File: src/rtl/i2c_byte_ctrl.sv
// i2c_byte_ctrl: byte-level I2C master sequencer.
// Turns host byte commands into MSB-first bit commands for the bit FSM.
module i2c_byte_ctrl #(
  parameter int unsigned      WDT_W   = 16,
  parameter logic [WDT_W-1:0] WDT_MAX = 16'hFFFF
) (
  input  logic       clk,
  input  logic       rst,
  input  logic       go,
  input  logic       start,
  input  logic       stop,
  input  logic       write,
  input  logic       read,
  input  logic       ack_in,
  input  logic [7:0] din,
  input  logic       bit_cmd_ack,
  input  logic       bit_dout,
  input  logic       bit_ack,
  input  logic       bit_al,
  output logic [3:0] bit_cmd,
  output logic       bit_din,
  output logic       cmd_ack,
  output logic [7:0] dout,
  output logic       ack_out,
  output logic       arb_lost,
  output logic       timeout
);

  localparam logic [3:0] CMD_NOP   = 4'b0000;
  localparam logic [3:0] CMD_START = 4'b0001;
  localparam logic [3:0] CMD_STOP  = 4'b0010;
  localparam logic [3:0] CMD_WRITE = 4'b0100;
  localparam logic [3:0] CMD_READ  = 4'b1000;

  localparam logic [WDT_W-1:0] WDT_ONE =
    {{(WDT_W-1){1'b0}}, 1'b1};

  typedef enum logic [2:0] {
    S_IDLE,
    S_START,
    S_WRITE,
    S_READ,
    S_ACK,
    S_ACK_SMP,
    S_STOP,
    S_DONE
  } state_t;

  state_t           r_state;
  state_t           w_nxt;
  logic [7:0]       r_sr;
  logic [7:0]       w_sr;
  logic [2:0]       r_cnt;
  logic [2:0]       w_cnt;
  logic [WDT_W-1:0] r_wdt;
  logic [WDT_W-1:0] w_wdt;
  logic [WDT_W-1:0] w_wdt_inc;
  logic             r_ack_prev;
  logic             w_acc;
  logic             w_busy;
  logic             w_expire;
  logic             w_latch;
  logic             w_al_set;
  logic             w_to_set;
  logic             w_ack_nxt;
  logic             w_rd_eff;
  logic             r_f_wr;
  logic             r_f_rd;
  logic             r_f_stop;
  logic             r_f_ai;
  logic [3:0]       r_bit_cmd;
  logic             r_bit_din;
  logic             r_cmd_ack;
  logic [7:0]       r_dout;
  logic             r_ack_out;
  logic             r_arb_lost;
  logic             r_timeout;
  logic [3:0]       w_cmd;
  logic             w_din;

  // Data phase that follows START (or IDLE without START).
  function automatic state_t f_data(
    input logic i_wr,
    input logic i_rd,
    input logic i_sp
  );
    if (i_wr)
      return S_WRITE;
    else if (i_rd)
      return S_READ;
    else if (i_sp)
      return S_STOP;
    else
      return S_DONE;
  endfunction

  assign w_acc     = bit_cmd_ack & ~r_ack_prev;
  assign w_wdt_inc = r_wdt + WDT_ONE;
  assign w_busy    = (r_state == S_START) ||
                     (r_state == S_WRITE) ||
                     (r_state == S_READ)  ||
                     (r_state == S_ACK)   ||
                     (r_state == S_STOP);
  assign w_expire  = w_busy &&
                     (WDT_MAX != '0) &&
                     (w_wdt_inc == WDT_MAX);
  assign w_rd_eff  = w_latch ? (read & ~write)
                             : r_f_rd;

  // Next-state, shifter and status-event decode.
  always_comb begin
    w_nxt     = r_state;
    w_sr      = r_sr;
    w_cnt     = r_cnt;
    w_latch   = 1'b0;
    w_ack_nxt = r_ack_out;
    w_al_set  = 1'b0;
    w_to_set  = 1'b0;
    unique case (r_state)
      S_IDLE: begin
        if (go) begin
          w_latch = 1'b1;
          w_sr    = din;
          w_cnt   = 3'd7;
          if (start)
            w_nxt = S_START;
          else
            w_nxt = f_data(write, read, stop);
        end
      end
      S_START: begin
        if (w_acc)
          w_nxt = f_data(r_f_wr, r_f_rd, r_f_stop);
      end
      S_WRITE: begin
        if (w_acc) begin
          w_sr  = {r_sr[6:0], 1'b0};
          w_cnt = r_cnt - 3'd1;
          if (r_cnt == 3'd0)
            w_nxt = S_ACK;
        end
      end
      S_READ: begin
        if (w_acc) begin
          w_sr  = {r_sr[6:0], bit_dout};
          w_cnt = r_cnt - 3'd1;
          if (r_cnt == 3'd0)
            w_nxt = S_ACK;
        end
      end
      S_ACK: begin
        if (w_acc)
          w_nxt = S_ACK_SMP;
      end
      S_ACK_SMP: begin
        if (r_f_wr)
          w_ack_nxt = bit_ack;
        w_nxt = r_f_stop ? S_STOP : S_DONE;
      end
      S_STOP: begin
        if (w_acc)
          w_nxt = S_DONE;
      end
      S_DONE: begin
        w_nxt = S_IDLE;
      end
      default: begin
        w_nxt = S_IDLE;
      end
    endcase
    // A stalled bit beats a late acceptance.
    if (w_expire && !bit_al) begin
      w_to_set = 1'b1;
      w_nxt    = S_DONE;
      w_sr     = r_sr;
      w_cnt    = r_cnt;
    end
    // Lost arbitration drops the rest of the byte.
    if (bit_al && (r_state != S_IDLE)) begin
      w_al_set = 1'b1;
      if (r_state != S_DONE) begin
        w_nxt     = S_DONE;
        w_sr      = r_sr;
        w_cnt     = r_cnt;
        w_ack_nxt = r_ack_out;
      end
    end
  end

  // Per-bit watchdog: restarts on any state change or acceptance.
  always_comb begin
    w_wdt = '0;
    if (w_busy && (w_nxt == r_state) && !w_acc)
      w_wdt = w_wdt_inc;
  end

  // Bit command and bit data for the state being entered.
  always_comb begin
    w_cmd = CMD_NOP;
    w_din = 1'b1;
    unique case (w_nxt)
      S_START: w_cmd = CMD_START;
      S_WRITE: begin
        w_cmd = CMD_WRITE;
        w_din = w_sr[7];
      end
      S_READ:  w_cmd = CMD_READ;
      S_ACK:   w_din = r_f_rd ? r_f_ai : 1'b1;
      S_STOP:  w_cmd = CMD_STOP;
      default: w_cmd = CMD_NOP;
    endcase
  end

  // Sequencer state, shifter, counter and watchdog.
  always_ff @(posedge clk or posedge rst) begin
    if (rst) begin
      r_state    <= S_IDLE;
      r_sr       <= 8'h00;
      r_cnt      <= 3'd7;
      r_wdt      <= '0;
      r_ack_prev <= 1'b0;
    end else begin
      r_state    <= w_nxt;
      r_sr       <= w_sr;
      r_cnt      <= w_cnt;
      r_wdt      <= w_wdt;
      r_ack_prev <= bit_cmd_ack;
    end
  end

  // Command flags captured when a host request is taken.
  always_ff @(posedge clk or posedge rst) begin
    if (rst) begin
      r_f_wr   <= 1'b0;
      r_f_rd   <= 1'b0;
      r_f_stop <= 1'b0;
      r_f_ai   <= 1'b0;
    end else if (w_latch) begin
      r_f_wr   <= write;
      r_f_rd   <= read & ~write;
      r_f_stop <= stop;
      r_f_ai   <= ack_in;
    end
  end

  // Registered bit-FSM outputs and host done pulse.
  always_ff @(posedge clk or posedge rst) begin
    if (rst) begin
      r_bit_cmd <= CMD_NOP;
      r_bit_din <= 1'b1;
      r_cmd_ack <= 1'b0;
    end else begin
      r_bit_cmd <= w_cmd;
      r_bit_din <= w_din;
      r_cmd_ack <= (w_nxt == S_DONE);
    end
  end

  // Host-visible read data, ACK and sticky status.
  always_ff @(posedge clk or posedge rst) begin
    if (rst) begin
      r_dout     <= 8'h00;
      r_ack_out  <= 1'b0;
      r_arb_lost <= 1'b0;
      r_timeout  <= 1'b0;
    end else begin
      r_ack_out <= w_ack_nxt;
      if ((w_nxt == S_DONE) &&
          (r_state != S_DONE) &&
          w_rd_eff)
        r_dout <= w_sr;
      if (w_latch)
        r_arb_lost <= 1'b0;
      else if (w_al_set)
        r_arb_lost <= 1'b1;
      if (w_latch)
        r_timeout <= 1'b0;
      else if (w_to_set)
        r_timeout <= 1'b1;
    end
  end

  assign bit_cmd  = r_bit_cmd;
  assign bit_din  = r_bit_din;
  assign cmd_ack  = r_cmd_ack;
  assign dout     = r_dout;
  assign ack_out  = r_ack_out;
  assign arb_lost = r_arb_lost;
  assign timeout  = r_timeout;

endmodule

File: config.mk
export PLATFORM = sky130hd
export DESIGN_NAME = i2c_byte_ctrl
export DESIGN_NICKNAME = d
export VERILOG_FILES = /design/src/rtl/i2c_byte_ctrl.sv
export SDC_FILE = /design/constraint.sdc
export NUM_CORES = 1
export LEC_CHECK = 0
export ABC_AREA = 1
export BUFFER_PORTS_ARGS = -buffer_cell sky130_fd_sc_hd__buf_2
export CORE_MARGIN = 10
export CORE_UTILIZATION = 42
export DETAILED_ROUTE_END_ITERATION = 16
export PLACE_DENSITY = 0.62
export SYNTH_ARGS = -nofsm -noshare
export SYNTH_HDL_FRONTEND = slang
export SYNTH_SLANG_ARGS = --single-unit
File: constraint.sdc
create_clock -name clk -period 2.2 [get_ports clk]
set_input_delay 0.11 -clock clk [delete_from_list [all_inputs] [get_ports clk]]
set_output_delay 0.11 -clock clk [all_outputs]
set_load 0.1 [all_outputs]
==> results.py <==
metrics = {
    "route": {
        "via_per_inst": 4.970,
        "drc": 0,
        "antenna_left": 0,
        "routed_wl_um": 7494,
        "vias": 2644,
        "drt_iter0_drc": 102,
        "avgRoutedWirePerCell_um": 14.09,
        "dr.pass1.iters": 4,
    },
    "synthesis": {
        "syn_area_sq_um": 2968,
        "synth_ff_type": "dfrtp_1",
        "synth_seq_cells": 52,
        "synth_area_leaders": "dfrtp_1, nand2_1, inv_1, nor2_1, nand3_1",
        "yosys.cell_types.count": 33,
        "synth_cells": 365,
        "synth_fp_nets": 389,
        "syn_area_per_cell_sq_um": 8.131,
        "yosysSeqAreaShare_pct": 44.01,
        "synth_warnings": 0,
        "synth.most_common_cell": "nand2_1",
        "synth_top_area_share_pct": 40.47,
        "synth_edf_count": 0,
        "synth_commonest_cells": "nand2_1, dfrtp_1, inv_1",
        "async_flop_share_pct": 100.0,
        "synth_top_area_cell": "dfrtp_1",
    },
    "finish": {
        "n_fill_cell": 670,
        "area_delta_synth_final_pct": 26.22,
        "antennaDiodeCount": 0,
        "final_core_util_pct": 54.84,
        "final_nets": 459,
        "drive_gt1_share_pct": 36.01,
    },
    "place": {
        "port_buffers": 36,
        "place_hpwl_um": 5418,
        "gp_congestion": 0.8612,
        "dpl_worst_slack_ns": -0.09086,
    },
    "sta": {
        "tightest_slew_ns": 0.6055,
        "timing.final.crit_period_ns": 2.117,
        "rsz0062_at_grt": "yes",
        "setup_viol": 0,
        "skew_ns": 0.01803,
        "hold_ws_ns": 0.03231,
        "min_period_over_period_pct": 96.21,
        "final_hold_viol_count": 0,
        "drv_slew": 0,
        "finalSetupTns_ns": 0,
        "relSlewSlack_pct": 59.58,
        "clock.fmax_mhz": 472.4,
        "final.setup.worst_slack_ns": 0.08337,
    },
    "global_routing": {
        "grt_overflow": 0,
        "grt_usage_pct": 13.02,
        "grt_pass1_wl_um": 11900,
        "grt_max_degree": 29,
        "antenna_found_initial": 0,
        "grt_pass1_vias": 2521,
    },
    "critical_path": {
        "reg2reg_slack_ns": 0.08,
        "cp_top_family": "simple AND/OR/NAND/NOR gates",
        "path_depth": 13,
        "path_cells": "ha_2 -> nand2_2 -> nor2_2 -> nand3_1 -> nand2_1 -> nand2_1 -> inv_1 -> nand2_2 -> nor2_4 -> nand3_4 -> nand3_2 -> nand3_4 -> nor3_2",
        "path_max_fanout": 8,
        "r2r_start": "r_wdt[0]",
        "end_kind": "register",
        "crit_arrival_ns": 2.36,
        "startpoint": "r_wdt[0]",
        "crit_path_max_incr_delay_ns": 0.37,
        "r2r-end": "r_wdt[8]",
        "cp_num_buf_inv": 1,
        "crit_required_ns": 2.44,
        "cp_slowest_cell": "dfrtp_1",
        "endpoint": "r_wdt[8]",
        "ff2ff_path_depth": 13,
        "critical_path.startpoint_type": "register",
        "path_class": "reg -> reg",
    },
    "power": {
        "powerDensity_nw_per_um2": 1298,
        "power.leakage_nw": 1.731,
        "ir_drop_v": 0.0005691,
        "power_mw": 4.862,
    },
    "clock_tree": {
        "cts_made_buffers": 5,
        "clock_latency_ns": 0.32,
        "cts_tree": "yes",
        "cts_buffer_depth": 2,
        "path_clk_slew_ns": 0.10,
        "cts_sinks": 52,
        "cts_root_buf": "clkbuf_8",
        "h-tree-depth": 2,
    },
    "floorplan": {
        "dieHeight_um": 104.1,
        "dieArea_sq_um": 10830,
        "initial_core_util_pct": 43.44,
        "core_sq_um": 6832,
        "fp.dieW_um": 104.1,
        "rows": 30,
        "io_pins": 37,
    },
    "worst_hold_path": {
        "hp-start": "bit_ack",
        "min_path_type": "in -> reg",
    },
    "run": {
        "cap_violations": 0,
    },
    "status": {
        "status": "complete, no violations",
    },
}
-- layout by cell type, fill, tap and decap left out, drive strengths merged, types with 3 or more instances in the layout --
master,n
a21oi,7
a32o,6
buf,65
clkbuf,7
dfrtp,48
dfstp,4
dlygate4sd3,3
ha,4
inv,42
nand2,119
nand3,30
nand3b,3
nand4,17
nor2,42
nor3,19
o21ai,10
xor2,3
-- flip-flops by register name, indices dropped and copies added (netlist names), 3 cells and up --
signal and flops:
bit_cmd 4, dout 8, r_cnt 3, r_sr 8, r_state 3, r_wdt 16
-- stage by stage --
| stage | area [sq um] | instances |
|---|---|---|
| 2_1_floorplan | 2968 | 365 |
| 3_3_place_gp | 3408 | 514 |
| 3_5_place_dp | 3408 | 514 |
| 4_1_cts | 3577 | 525 |
| 5_1_grt | 3746 | 532 |
| 6_report | 3746 | 532 |
-- power breakdown --
| group | switching [mW] | total (mW) | leakage, nW | internal [mW] |
|---|---|---|---|---|
| registers | 0.135 | 1.32 | 0.680 | 1.18 |
| clock network | 0.322 | 0.724 | 0.0645 | 0.402 |
| logic | 2.02 | 2.82 | 0.987 | 0.802 |
| total | 2.48 | 4.86 | 1.73 | 2.39 |
-- per-layer routing --
layer  GRT usage (%)  vias to the layer above  wire length [um]
li1                -                     1340                 -
met1           17.01                     1229              3484
met2           20.50                       66              3470
met3           3.408                        9               416
met4           3.976                        0               123
met5               0                        -                 0
-- worst min-delay path by stage --
stage                 endpoint  cells past startpoint  slack, ns
finish                 ack_out                      2       0.03
global route           ack_out                      2       0.03
CTS                    ack_out                      2       0.03
detailed placement     dout[7]                      2       0.22
global placement       dout[7]                      2       0.21
floorplan           r_ack_prev                      0       0.14
-- cell families after synthesis --
group                    Yosys count  share of synthesized area (%)
AND/OR/NAND/NOR                  228                          39.71
flip-flops                        52                          44.01
buffers and inverters             51                          7.504
AO/OA/AOI/OAI                     26                          5.818
adder cells (fa/ha/maj)            4                          1.686
XOR/XNOR                           3                         0.8855
multiplexers                       1                         0.3794
-- worst register-to-register path, cell delays in order, from the launching register on --
cell     delay, ns
dfrtp_1       0.37
ha_2          0.23
nand2_2       0.08
nor2_2        0.16
nand3_1       0.10
nand2_1       0.07
nand2_1       0.06
inv_1         0.06
nand2_2       0.06
nor2_4        0.14
nand3_4       0.17
nand3_2       0.19
nand3_4       0.18
nor3_2        0.16
-- timing repair --
action,in CTS,in global routing
hold endpoints to repair,25,0
pin swaps,2,11
gates cloned,0,3
setup buffers,0,4
endpoints found under the setup margin,15,36
hold buffers,3,0
gates resized for setup,2,33
-- layout make-up --
class	instances	area, sq um	share of cell area (%)
Tap cell	96	120.1	3.206
Clock inverter	1	30.03	0.8016
Multi-Input combinational cell	265	1577	42.08
Sequential cell	52	1309	34.94
Clock buffer	7	96.34	2.572
Timing Repair Buffer	68	447.9	11.96
Inverter	43	166.4	4.442
No activity file was read; power rests on OpenSTA's default activity.
